## src/rtl/leg_pkg.sv

```systemverilog
// Shared types and constants for the LEG instruction encoder.
package leg_pkg;

    typedef enum logic [1:0] {
        CLS_CALC = 2'd0,
        CLS_JUMP = 2'd1,
        CLS_RAW  = 2'd2,
        CLS_RSV  = 2'd3
    } instr_class_t;

    typedef enum logic {
        ST_IDLE = 1'b0,
        ST_EMIT = 1'b1
    } enc_state_t;

    localparam int         IMM1_BIT      = 7;
    localparam int         IMM2_BIT      = 6;
    localparam logic [7:0] JUMP_BASE     = 8'h20;
    localparam logic [2:0] JUMP_MAX_COND = 3'd5;
    localparam int         INSTR_BYTES   = 4;

endpackage

```

## src/rtl/leg_opcode_pack.sv

```systemverilog
// Combinational packing of instruction fields into a LEG opcode byte,
// flagging field combinations the decoder could not interpret.
module leg_opcode_pack
    import leg_pkg::*;
#(
    parameter bit REJECT_JUMP_IMM = 1'b1
) (
    input  logic [1:0] cls,
    input  logic       imm1,
    input  logic       imm2,
    input  logic [5:0] op,
    output logic [7:0] opcode,
    output logic       illegal
);

    logic [5:0] body;

    // Build the 6-bit opcode body per class, then place the immediate flags on top
    always_comb begin
        body    = 6'd0;
        illegal = 1'b0;
        case (instr_class_t'(cls))
            CLS_CALC: body = {2'b00, op[3:0]};
            CLS_JUMP: begin
                body = JUMP_BASE[5:0] + {3'b000, op[2:0]};
                if (op[2:0] > JUMP_MAX_COND) illegal = 1'b1;
                if (REJECT_JUMP_IMM && (imm1 || imm2)) illegal = 1'b1;
            end
            CLS_RAW:  body = op;
            default:  illegal = 1'b1;
        endcase
        opcode           = {2'b00, body};
        opcode[IMM1_BIT] = imm1;
        opcode[IMM2_BIT] = imm2;
    end

endmodule

```

## src/rtl/leg_instr_encoder.sv

```systemverilog
// LEG instruction encoder: accepts instruction fields, packs the opcode and
// streams the four instruction bytes into program memory through a stallable port.
module leg_instr_encoder
    import leg_pkg::*;
#(
    parameter int ADDR_W          = 8,
    parameter int CNT_W           = 16,
    parameter bit REJECT_JUMP_IMM = 1'b1
) (
    input  logic              clk,
    input  logic              rst,
    input  logic              load_valid,
    input  logic [ADDR_W-1:0] load_addr,
    input  logic              in_valid,
    output logic              in_ready,
    input  logic [1:0]        in_class,
    input  logic              in_imm1,
    input  logic              in_imm2,
    input  logic [5:0]        in_op,
    input  logic [7:0]        in_arg1,
    input  logic [7:0]        in_arg2,
    input  logic [7:0]        in_dest,
    output logic              mem_we,
    input  logic              mem_ready,
    output logic [ADDR_W-1:0] mem_addr,
    output logic [7:0]        mem_wdata,
    output logic              busy,
    output logic              err,
    output logic [CNT_W-1:0]  instr_count
);

    enc_state_t state;
    enc_state_t next_state;

    logic [7:0] pack_opcode;
    logic       pack_illegal;

    logic [INSTR_BYTES-1:0][7:0] instr_q;
    logic [1:0]                  byte_idx;

    logic accept;
    logic byte_done;
    logic last_byte;

    leg_opcode_pack #(
        .REJECT_JUMP_IMM(REJECT_JUMP_IMM)
    ) u_pack (
        .cls     (in_class),
        .imm1    (in_imm1),
        .imm2    (in_imm2),
        .op      (in_op),
        .opcode  (pack_opcode),
        .illegal (pack_illegal)
    );

    assign accept    = in_valid && in_ready;
    assign byte_done = mem_we && mem_ready;
    assign last_byte = byte_done && (byte_idx == 2'(INSTR_BYTES - 1));

    // State register; reset aborts any instruction being emitted
    always_ff @(posedge clk or posedge rst) begin
        if (rst) state <= ST_IDLE;
        else     state <= next_state;
    end

    // Enter EMIT on a legal accept, return to IDLE once the last byte is taken
    always_comb begin
        next_state = state;
        case (state)
            ST_IDLE: if (accept && !pack_illegal) next_state = ST_EMIT;
            ST_EMIT: if (last_byte)               next_state = ST_IDLE;
            default: next_state = ST_IDLE;
        endcase
    end

    // Handshake and write-port outputs decoded from the current state and byte index
    always_comb begin
        in_ready  = (state == ST_IDLE);
        busy      = (state == ST_EMIT);
        mem_we    = (state == ST_EMIT);
        mem_wdata = (state == ST_EMIT) ? instr_q[byte_idx] : 8'd0;
    end

    // Field latch, byte index, write address, error pulse and completion counter
    always_ff @(posedge clk or posedge rst) begin
        if (rst) begin
            instr_q     <= '0;
            byte_idx    <= 2'd0;
            mem_addr    <= '0;
            err         <= 1'b0;
            instr_count <= '0;
        end else begin
            err <= accept && pack_illegal;
            if (state == ST_IDLE) begin
                if (load_valid) mem_addr <= load_addr;
                if (accept && !pack_illegal) begin
                    instr_q  <= {in_dest, in_arg2, in_arg1, pack_opcode};
                    byte_idx <= 2'd0;
                end
            end else if (byte_done) begin
                mem_addr <= mem_addr + ADDR_W'(1);
                byte_idx <= byte_idx + 2'd1;
                if (last_byte) instr_count <= instr_count + CNT_W'(1);
            end
        end
    end

endmodule
```

## config.mk

```make
export PLATFORM = sky130hd
export DESIGN_NAME = leg_instr_encoder
export DESIGN_NICKNAME = d
export VERILOG_FILES = /design/src/rtl/leg_pkg.sv /design/src/rtl/leg_opcode_pack.sv /design/src/rtl/leg_instr_encoder.sv
export SDC_FILE = /design/constraint.sdc
export NUM_CORES = 1
export LEC_CHECK = 0
export ABC_AREA = 1
export BUFFER_PORTS_ARGS = -buffer_cell sky130_fd_sc_hd__buf_2
export CORE_UTILIZATION = 30
export DETAILED_ROUTE_END_ITERATION = 16
export REMOVE_ABC_BUFFERS = 1
export SLEW_MARGIN = 20
export SYNTH_ARGS = -nofsm -noshare
export SYNTH_HDL_FRONTEND = slang
export SYNTH_SLANG_ARGS = --single-unit
```

## constraint.sdc

```tcl
create_clock -name clk -period 1.7 [get_ports clk]
set_input_delay 0.17 -clock clk [delete_from_list [all_inputs] [get_ports clk]]
set_output_delay 0.17 -clock clk [all_outputs]
set_load 0.1 [all_outputs]
```

==> results by group, run 1 <==
Power
  • Maximum vdd ir drop: 1.44 mV
  • Combinational share of power: 0.591
  • P_leak: about 2.3 nW
  • Pwr dens: around 2300 nW/um^2
  • P_int: ~0.0046 W
  • Total power: 0.00951 W
  • Switch Pwr: about 0.0049 W
  • Sw frac: 0.518
  • Clock power share: 0.155
  • Reg power frac: 0.254

Critical path
  • Worst EP arrival: roughly 1600 ps
  • Crit. End Element: output port
  • WP buf/inv: 3
  • CP top delay family: flip-flops
  • CP required: around 1500 ps
  • Critical-path cell list: inv_2, buf_6, o21ai_1, a21oi_2, buf_12
  • Max FO, Critical Path: 8
  • Worst path max stage delay: around 460 ps
  • Setup crit start kind: register
  • Max stage delay cell, worst path: dfrtp_2
  • Critical path class: register to output port

Logic synthesis
  • Avg Synthesized Cell Area: between 7 and 8 sq um
  • Share of the synthesized area in the top cell type: 0.483
  • Synth area leaders: dfrtp_1 48%, nand2_1 14%, nand3_1 7.7%, nor2_1 6.5%, o21ai_0 4.8%
  • Library cells used by synthesis: 27
  • Post-synthesis sequential area ratio: 0.483
  • Post-Syn Area: approximately 3100 sq um
  • Cells after synthesis: 398
  • Cell taking the most area after synthesis: dfrtp_1
  • YS warnings: 0
  • Post-synthesis register bit count: 60

Timing
  • Max Slew Vio Count: 0
  • Post-route minimum period: ~1700 ps
  • F_max: slightly below 0.6 GHz
  • Final setup margin: -18.8 ps
  • Max_slew headroom: 0.673
  • Worst clock skew: about 5.3 ps
  • Fin. Hold Viols: 0
  • Min Hold Slack: about 52 ps
  • Worst-Margin Slew: between 400 and 500 ps
  • Fin crit share: 1.01
  • Final-report setup violation count: 6
  • RSZ-0062 raised after global routing: true
  • Setup TNS: -79.0 ps

Run
  • Max_cap viols: 0

Final layout
  • Final Core Density: 0.426
  • Cell area after layout: 4220 sq um
  • Inserted Diodes: 0
  • Share of cells above drive strength 1: 0.303
  • Final net count: between 500 and 600
  • P&R area growth vs syn: 35.9%

Global route
  • Grt total ovfl: 0
  • First-pass GRT wire length: about 14000 um
  • Pin count of the biggest net entering global routing: 61
  • GRT Overall Usage: 0.161
  • Initial antenna violation count: 0
  • Vias in the first global route: ~2.8k

Placement
  • Placement-stage cell area: between 3000 and 4000 sq um
  • Routability cong.: around 0.76
  • Hpwl dp: 5610 um
  • Port buffer count: a little over 80

Floorplanning
  • Rows: 36
  • Initial core utilization: 0.313
  • Die Ht: roughly 100 um
  • Die ar.: around 11000 sq um
  • Width of the die: just over 100 um
  • Io pins: 83
  • Core footprint: 9910 sq um

CTS
  • Clock Pin Slew Worst Setup and Hold Paths: 70 ps
  • Clock root buffer: clkbuf_8
  • Clock sink count: 60
  • Max clock buf depth: 2
  • Cts bufs inserted: 9
  • CTS tree: done
  • CTS H-tree depth: 3
  • Clk Latency, worst-skew pair: 340 ps

Route
  • WL met1: 3770 um
  • Post-DRT Antenna Nets: 0
  • Vias after detailed routing: about 2.9k
  • WL met3: roughly 370 um
  • WL final: between 8000 and 9000 um
  • # DRC: 0
  • TritonRoute pass-1 iters: 4
  • Vias per cell: approximately 4.5
  • Initial DRC Count: 88
  • WL per Instance: roughly 13 um
  • Met2 Wirelength: roughly 3800 um
  • Max layer used: met4

Worst hold path
  • Hold crit path type: primary input to register

Status
  • Violated checks: setup timing
  • Status: finished with violations
==> power groups by stage <==
stage / sequential (W) / combinational (W) / clock (W)
after global placement: 0.00237 / 0.00527 / 0
after global routing: 0.00249 / 0.00599 / 0.00157
after detailed placement: 0.00239 / 0.00531 / 0
final: 0.00242 / 0.00562 / 0.00147
after floorplan: 0.00346 / 0.00243 / 0
after CTS: 0.00240 / 0.00565 / 0.00151
==> cells in the mapped netlist <==
cell type	number
nor2_2	1
buf_6	1
xor2_1	9
a31oi_1	1
buf_2	11
dfrtp_1	60
inv_2	2
o21ai_0	30
nand3_1	48
a21oi_1	9
buf_4	1
ha_1	3
nand3_4	1
nand4_1	5
nand2_2	2
nor2_8	2
nor2_4	2
nor3b_1	1
inv_1	30
nand2_1	113
nor2_1	54
nand3b_1	1
and2_1	1
nand2_4	2
xnor2_1	4
clkbuf_1	3
clkbuf_2	1
==> layout by cell type, fill, tap and decap left out, types with 2 or more instances in the layout <==
master,n
bufinv_16,2
xnor2_1,4
nor2_4,2
xor2_1,9
nand2_4,2
a21oi_2,8
nand3_1,48
inv_2,5
o21ai_1,14
buf_2,73
buf_12,10
inv_1,27
clkbuf_8,11
o21ai_2,2
nand2_2,2
o21ai_0,14
nor2_1,49
buf_4,14
dfrtp_2,2
nand2_1,113
nand4_1,5
ha_1,2
nor2_8,2
nor2_2,6
dfrtp_1,58
buf_6,7
==> worst paths after layout <==
kind                             start         endpoint  slack, ps  cells past startpoint
setup / recovery           byte_idx[0]     mem_wdata[6]        -20                      5
hold / removal              in_arg2[3]      instr_q[19]         50                      3
setup reg to reg           byte_idx[0]  instr_count[12]        130                      8
hold reg to reg            instr_q[30]      instr_q[30]        470                      2
max in group asynchronous          rst      byte_idx[0]        990                      4
min in group asynchronous          rst  instr_count[13]        430                      4
==> registers in the layout, indices dropped and copies added, names as in the netlist <==
register / flops
busy: 1
byte_idx: 2
err: 1
instr_count: 16
instr_q: 32
mem_addr: 8
==> per-stage QoR <==
step                std cells  setup WS, ps
detailed placement        611           229
CTS                       632         -27.1
global placement          611           228
floorplan                 381         -2700
global route              634         -91.3
finish                    634         -18.8
==> worst register-to-register path: stages (launching register included) <==
cell and delay (ps):
dfrtp_2 440, buf_4 140, ha_2 200, inv_1 100
nor2_8 150, nand2_4 90, nor2_8 140, nand3_1 70
and2_1 150
==> metal layers <==
layer | vias to the layer above | track usage
met5 | - | 0
met4 | 0 | 0.0714
met3 | 14 | 0.0359
met2 | 71 | 0.256
met1 | 1317 | 0.208
li1 | 1464 | -
==> logic make-up (layout without fill, tap and decap cells) <==
family / count (synthesis) / in the layout / synth area share
and+or+nand+nor: 233 / 233 / 0.335
DFF: 60 / 60 / 0.483
buffers and inverters: 49 / 152 / 0.0677
AOI/OAI and AO/OA: 40 / 40 / 0.0649
xor gates and xnor gates: 13 / 13 / 0.0367
adders and majority gates: 3 / 3 / 0.0121
==> timing repair <==
item                                    CTS  global route
endpoints found under the setup margin    8            10
resized for setup                        40             6
endpoints found under the hold margin    60             0
gates cloned                              3             0
hold buffers                              1             0
buffers inserted                          2             2
pin swaps                                13             8
==> final cells by class <==
cell class	count	area, sq um
fillers	1017	5690
flip-flops and latches	60	1500
multi-input cells	289	1450
repair buffers	105	759
well taps	133	166
clock buffers	11	151
inverters	32	120
clock inverters	4	72.6
Power figures use the tool's default switching activity.
==> run 2, diff against run 1 <==
- clock period: 1.7 -> 1.4 ns (I/O delays scaled with it)
==> run 2 against run 1 <==
Against the previous run:
- the flow still finishes with violations (setup timing)
- die area is the same
- global-route usage barely moved
- clock-buffer cell count up 1
- core utilization grew 1.8 points
- clock skew rose by 2.5 ps
- cell count increased by 1.7%
- critical path depth did not move
- via count increased by 1.7%
- combinational power grew 30%
==> results by group, run 2 (synthesized netlist as in run 1, its figures left out) <==
Timing
  • Fin. Hold Viols: 0
  • Post-route minimum period: around 1700 ps
  • Final setup margin: -329 ps
  • Max_slew headroom: 0.670
  • Worst-Margin Slew: about 500 ps
  • Final-report setup violation count: 13
  • Max Slew Vio Count: 0
  • RSZ-0062 raised after global routing: true
  • Fin crit share: 1.23
  • Setup TNS: -2470 ps
  • F_max: roughly 0.58 GHz
  • Worst clock skew: about 7.8 ps
  • Min Hold Slack: slightly below 40 ps

Final layout
  • P&R area growth vs syn: 41.6%
  • Commonest cells after routing, fill and taps aside: 113 x nand2_1, 63 x buf_2, 57 x dfrtp_1
  • Largest reg by FF count: instr_q
  • Final Core Density: 0.444
  • Post-Layout Cell Count: around 650
  • Share of cells above drive strength 1: 0.320
  • Top Registers: instr_q: 32 flops, instr_count: 16 flops, mem_addr: 8 flops
  • Final net count: roughly 560
  • Fillers: around 1.0k
  • Max reg flops: 32
  • Inserted Diodes: 0
  • Commonest non-fill, non-tap cell in the layout: nand2_1

Route
  • # DRC: 0
  • WL final: 8210 um
  • WL per Instance: 12.7 um
  • TritonRoute pass-1 iters: 4
  • Vias per cell: approximately 4.5
  • Post-DRT Antenna Nets: 0
  • Vias after detailed routing: 2915
  • Initial DRC Count: about 110

Critical path
  • Crit. End Element: output port
  • Critical-path cell list: buf_4, nor2_1, o21ai_1, a21oi_2, buf_12
  • Setup crit start kind: register
  • Max FO, Critical Path: 6
  • Max stage delay cell, worst path: dfrtp_2
  • R2R depth: 8
  • Worst path max stage delay: approximately 450 ps
  • Critical path class: register to output port
  • Worst EP arrival: about 1600 ps
  • CP required: about 1300 ps

Floorplanning
  • Width of the die: between 100 and 150 um
  • Io pins: 83
  • Initial core utilization: 0.313
  • Core footprint: between 9000 and 10000 sq um
  • Die Ht: about 100 um
  • Die ar.: between 10000 and 15000 sq um
  • Rows: 36

Worst hold path
  • Min-Delay Path Depth: 3
  • Hold crit path type: primary input to register

CTS
  • Max clock buf depth: 2
  • Clock sink count: 60
  • CTS H-tree depth: 3
  • Clock Pin Slew Worst Setup and Hold Paths: around 70 ps
  • Clock root buffer: clkbuf_8
  • Cts bufs inserted: 9
  • Clk Latency, worst-skew pair: about 330 ps
  • CTS tree: done

Global route
  • Initial antenna violation count: 0
  • Pin count of the biggest net entering global routing: slightly above 60
  • Grt total ovfl: 0
  • GRT Overall Usage: 0.161
  • Vias in the first global route: 2891
  • First-pass GRT wire length: between 10000 and 15000 um

Run
  • Max_cap viols: 0

Placement
  • Routability cong.: about 0.74
  • Port buffer count: 82
  • Placed Cells: around 620
  • Hpwl dp: 5800 um

Power
  • Maximum vdd ir drop: around 1.7 mV
  • Total power: roughly 0.012 W
  • Pwr dens: roughly 2700 nW/um^2
  • P_leak: between 2 and 2.5 nW

Status
  • Violated checks: setup timing
  • Status: finished with violations
## run 2: cell types whose count changed in the layout (fill, tap and decap cells not counted), moves of 2 or more
cell,change
buf_4,+6
o21ai_2,-2
buf_2,-10
o21ai_1,+3
inv_1,-2
buf_12,+5
clkbuf_4,+8
## run 2: critical path: cells and delay by family (launching register included)
family / cells / cell delay, ps
AOI/OAI and AO/OA: 2 / 330
DFF: 1 / 450
and+or+nand+nor: 1 / 90
buffers and inverters: 2 / 390
## run 2: routing by layer
| metal | track usage | wire length (um) | part of all wire | vias up |
|---|---|---|---|---|
| met5 | 0 | 0 | 0 | - |
| met2 | 0.277 | 3980 | 0.48 | 69 |
| met1 | 0.196 | 3750 | 0.46 | 1354 |
| met4 | 0.0612 | 108 | 0.013 | 0 |
| li1 | - | - | - | 1486 |
| met3 | 0.0359 | 365 | 0.044 | 6 |
## run 2: stage by stage
stage | setup slack [ps] | cell area, sq um
after detailed placement | -106 | 4000
after floorplan | -2970 | 3020
after global placement | -67.8 | 4000
after global routing | -408 | 4400
final | -329 | 4400
after CTS | -328 | 4280
## run 2: path summary, 6_finish.rpt
path,start,endpoint,slack [ps]
min reg2reg,instr_q[0],instr_q[0],470
max,byte_idx[1],mem_wdata[6],-330
max reg2reg,byte_idx[0],instr_count[12],-70
min,in_arg2[3],instr_q[19],40
max in group asynchronous,rst,busy,690
min in group asynchronous,rst,instr_q[25],420
## run 2: where the power goes
| part | internal [W] | switching, W | leakage [nW] | total [W] |
|---|---|---|---|---|
| clock | 0.000914 | 0.000684 | 0.102 | 0.00160 |
| sequential | 0.00240 | 0.000499 | 0.753 | 0.00290 |
| combinational | 0.00241 | 0.00488 | 1.49 | 0.00728 |
## run 2: what timing repair did
action                                  4_1_cts  5_1_grt
endpoints found under the setup margin       14       67
hold buffers                                  1        0
gates cloned                                  1        0
gates resized for setup                      35       29
hold endpoints to repair                     60        0
pin swaps                                     9        4
buffers inserted                              1        3
## run 2: cell type report
type / count / area [sq um] / share of cell area
clock inverters: 4 / 47.5 / 0.0108
well taps: 133 / 166 / 0.0378
multi-input cells: 289 / 1470 / 0.334
flip-flops and latches: 60 / 1510 / 0.342
repair buffers: 115 / 926 / 0.211
clock buffers: 12 / 155 / 0.0353
inverters: 32 / 129 / 0.0293
==> run 3, diff against run 2 <==
==> constraint.sdc (replaced) <==
create_clock -name clk -period 1.4 [get_ports clk]
set_input_delay 0.28 -clock clk [delete_from_list [all_inputs] [get_ports clk]]
set_output_delay 0.28 -clock clk [all_outputs]
set_load 0.1 [all_outputs]
==> run 3 against run 2 <==
Against the previous run:
- the flow still finishes with violations (setup timing)
- clock power is 9% lower
- total power is 6.4% higher
- clock-buffer cell count is 1 lower
- critical endpoint is now mem_wdata[2]
- setup slack got worse by 110 ps
- global-route usage up 0.057 points
- wire length up 2.5%
- clock skew decreased by 0.79 ps
- register-to-register slack got worse by 80 ps
- final area grew 11%
==> results by group, run 3 (synthesized netlist as in run 1, its figures left out) <==
Final layout
  • Fillers: 942
  • Final Core Density: 0.490
  • P&R area growth vs syn: 56.5%
  • Post-Layout Cell Count: between 600 and 700
  • Top Registers: instr_q: 32 flops, instr_count: 16 flops, mem_addr: 8 flops
  • Final net count: between 500 and 600
  • Max reg flops: 32
  • Commonest non-fill, non-tap cell in the layout: nand2_1
  • Cell area after layout: approximately 4900 sq um
  • Share of cells above drive strength 1: 0.362
  • Largest reg by FF count: instr_q
  • Commonest cells after routing, fill and taps aside: 111 x nand2_1, 56 x dfrtp_1, 48 x nand3_1
  • Inserted Diodes: 0

Global route
  • Pin count of the biggest net entering global routing: 61
  • Vias in the first global route: roughly 2.8k
  • Grt total ovfl: 0
  • GRT Overall Usage: 0.161
  • First-pass GRT wire length: 14000 um
  • Initial antenna violation count: 0

Timing
  • Setup TNS: -4490 ps
  • Fin crit share: 1.31
  • RSZ-0062 raised after global routing: true
  • Post-route minimum period: between 1500 and 2000 ps
  • F_max: between 0.5 and 0.6 GHz
  • Max Slew Vio Count: 0
  • Final-report setup violation count: 27
  • Fin. Hold Viols: 0
  • Worst-Margin Slew: 487 ps
  • Worst clock skew: roughly 7.0 ps
  • Max_slew headroom: 0.677
  • Final setup margin: -437 ps

Placement
  • Routability cong.: 0.797
  • Place WS: -181 ps
  • Placement-stage cell area: 4400 sq um
  • Port buffer count: 82
  • Placed Cells: about 630
  • Hpwl dp: between 5000 and 6000 um

Critical path
  • Critical path class: register to output port
  • CP top delay family: flip-flops
  • CP required: 1120 ps
  • R2r setup slk: -150 ps
  • Worst reg2reg path endpoint: instr_count[12]
  • Launch point of the worst path: byte_idx[0]
  • Max stage delay cell, worst path: dfrtp_2
  • Worst EP arrival: approximately 1600 ps
  • Worst path max stage delay: roughly 440 ps
  • Crit. End Element: output port
  • Setup crit start kind: register
  • Worst r2r src: byte_idx[0]
  • WP buf/inv: 3
  • Critical-path cell list: buf_6, nor2_2, nor2_1, o21ai_1, a21oi_2, buf_4, buf_12
  • Max FO, Critical Path: 5
  • R2R depth: 8
  • Crit path depth: 7

CTS
  • Cts bufs inserted: 9
  • Clk Latency, worst-skew pair: around 330 ps
  • CTS H-tree depth: 3
  • Clock Pin Slew Worst Setup and Hold Paths: approximately 70 ps
  • Hold-fix buffers, CTS: 0
  • Clock root buffer: clkbuf_8
  • Max clock buf depth: 2
  • CTS tree: done
  • Clock sink count: 60

Power
  • Maximum vdd ir drop: between 1.5 and 2 mV
  • P_leak: approximately 2.5 nW
  • Pwr dens: between 2000 and 3000 nW/um^2

Route
  • Met2 Wirelength: 4230 um
  • # DRC: 0
  • WL met3: roughly 320 um
  • Initial DRC Count: 92
  • Post-DRT Antenna Nets: 0
  • WL final: about 8400 um
  • Max layer used: met4
  • WL per Instance: 12.9 um
  • TritonRoute pass-1 iters: 4
  • Vias per cell: ~4.5
  • Vias after detailed routing: 2979
  • WL met1: 3790 um

Floorplanning
  • Initial core utilization: 0.313
  • Rows: 36
  • Die Ht: between 100 and 150 um
  • Die ar.: 10800 sq um
  • Io pins: 83
  • Width of the die: between 100 and 150 um
  • Core footprint: a little under 10000 sq um

Run
  • Max_cap viols: 0

Worst hold path
  • Hold crit path type: primary input to asynchronous set/reset pin

Status
  • Violated checks: setup timing
  • Status: finished with violations
-- run 3: power breakdown --
group	switching [W]	internal [W]	total, W
registers	0.000591	0.00240	0.00299
logic	0.00502	0.00305	0.00808
clock network	0.000660	0.000798	0.00146
-- run 3: repair_timing --
item	in CTS	in global routing
pin swaps	7	16
buffers inserted	2	8
cloned	1	0
gates resized for setup	25	57
hold endpoints to repair	0	0
setup endpoints to repair	57	71
-- run 3: metrics by stage --
step	total power (W)	hold WS [ps]
3_3_place_gp	0.0102	369
3_5_place_dp	0.0103	375
5_1_grt	0.0132	36.7
2_1_floorplan	0.00691	425
4_1_cts	0.0121	13.7
6_report	0.0125	6.04
-- run 3: layer usage --
metal / up-vias / global-route usage
li1: 1514 / -
met1: 1395 / 0.202
met2: 61 / 0.277
met3: 9 / 0.0378
met4: 0 / 0.0459
met5: - / 0
-- run 3: layout make-up --
cell class,count,area [sq um],area share
repair buffers,127,1350,0.277
multi-input cells,289,1530,0.315
well taps,133,166,0.0342
clock inverters,3,40.0,0.00824
inverters,32,136,0.0281
clock buffers,11,131,0.0270
flip-flops and latches,60,1510,0.310
-- run 3: worst max path at each step --
stage / end / slack (ps)
2_1_floorplan: mem_wdata[0] / -3110
3_3_place_gp: mem_wdata[2] / -150
3_5_place_dp: mem_wdata[2] / -180
4_1_cts: mem_wdata[2] / -480
5_1_grt: mem_wdata[4] / -530
6_report: mem_wdata[2] / -440
-- run 3: worst register-to-register path, cell delays in order, from the launching register on --
cell and delay (ps):
dfrtp_2 440, buf_4 150, ha_2 210, inv_2 70, nor2_8 120, nand2_4 80
nor2_8 140, nand3_1 80, and2_1 160
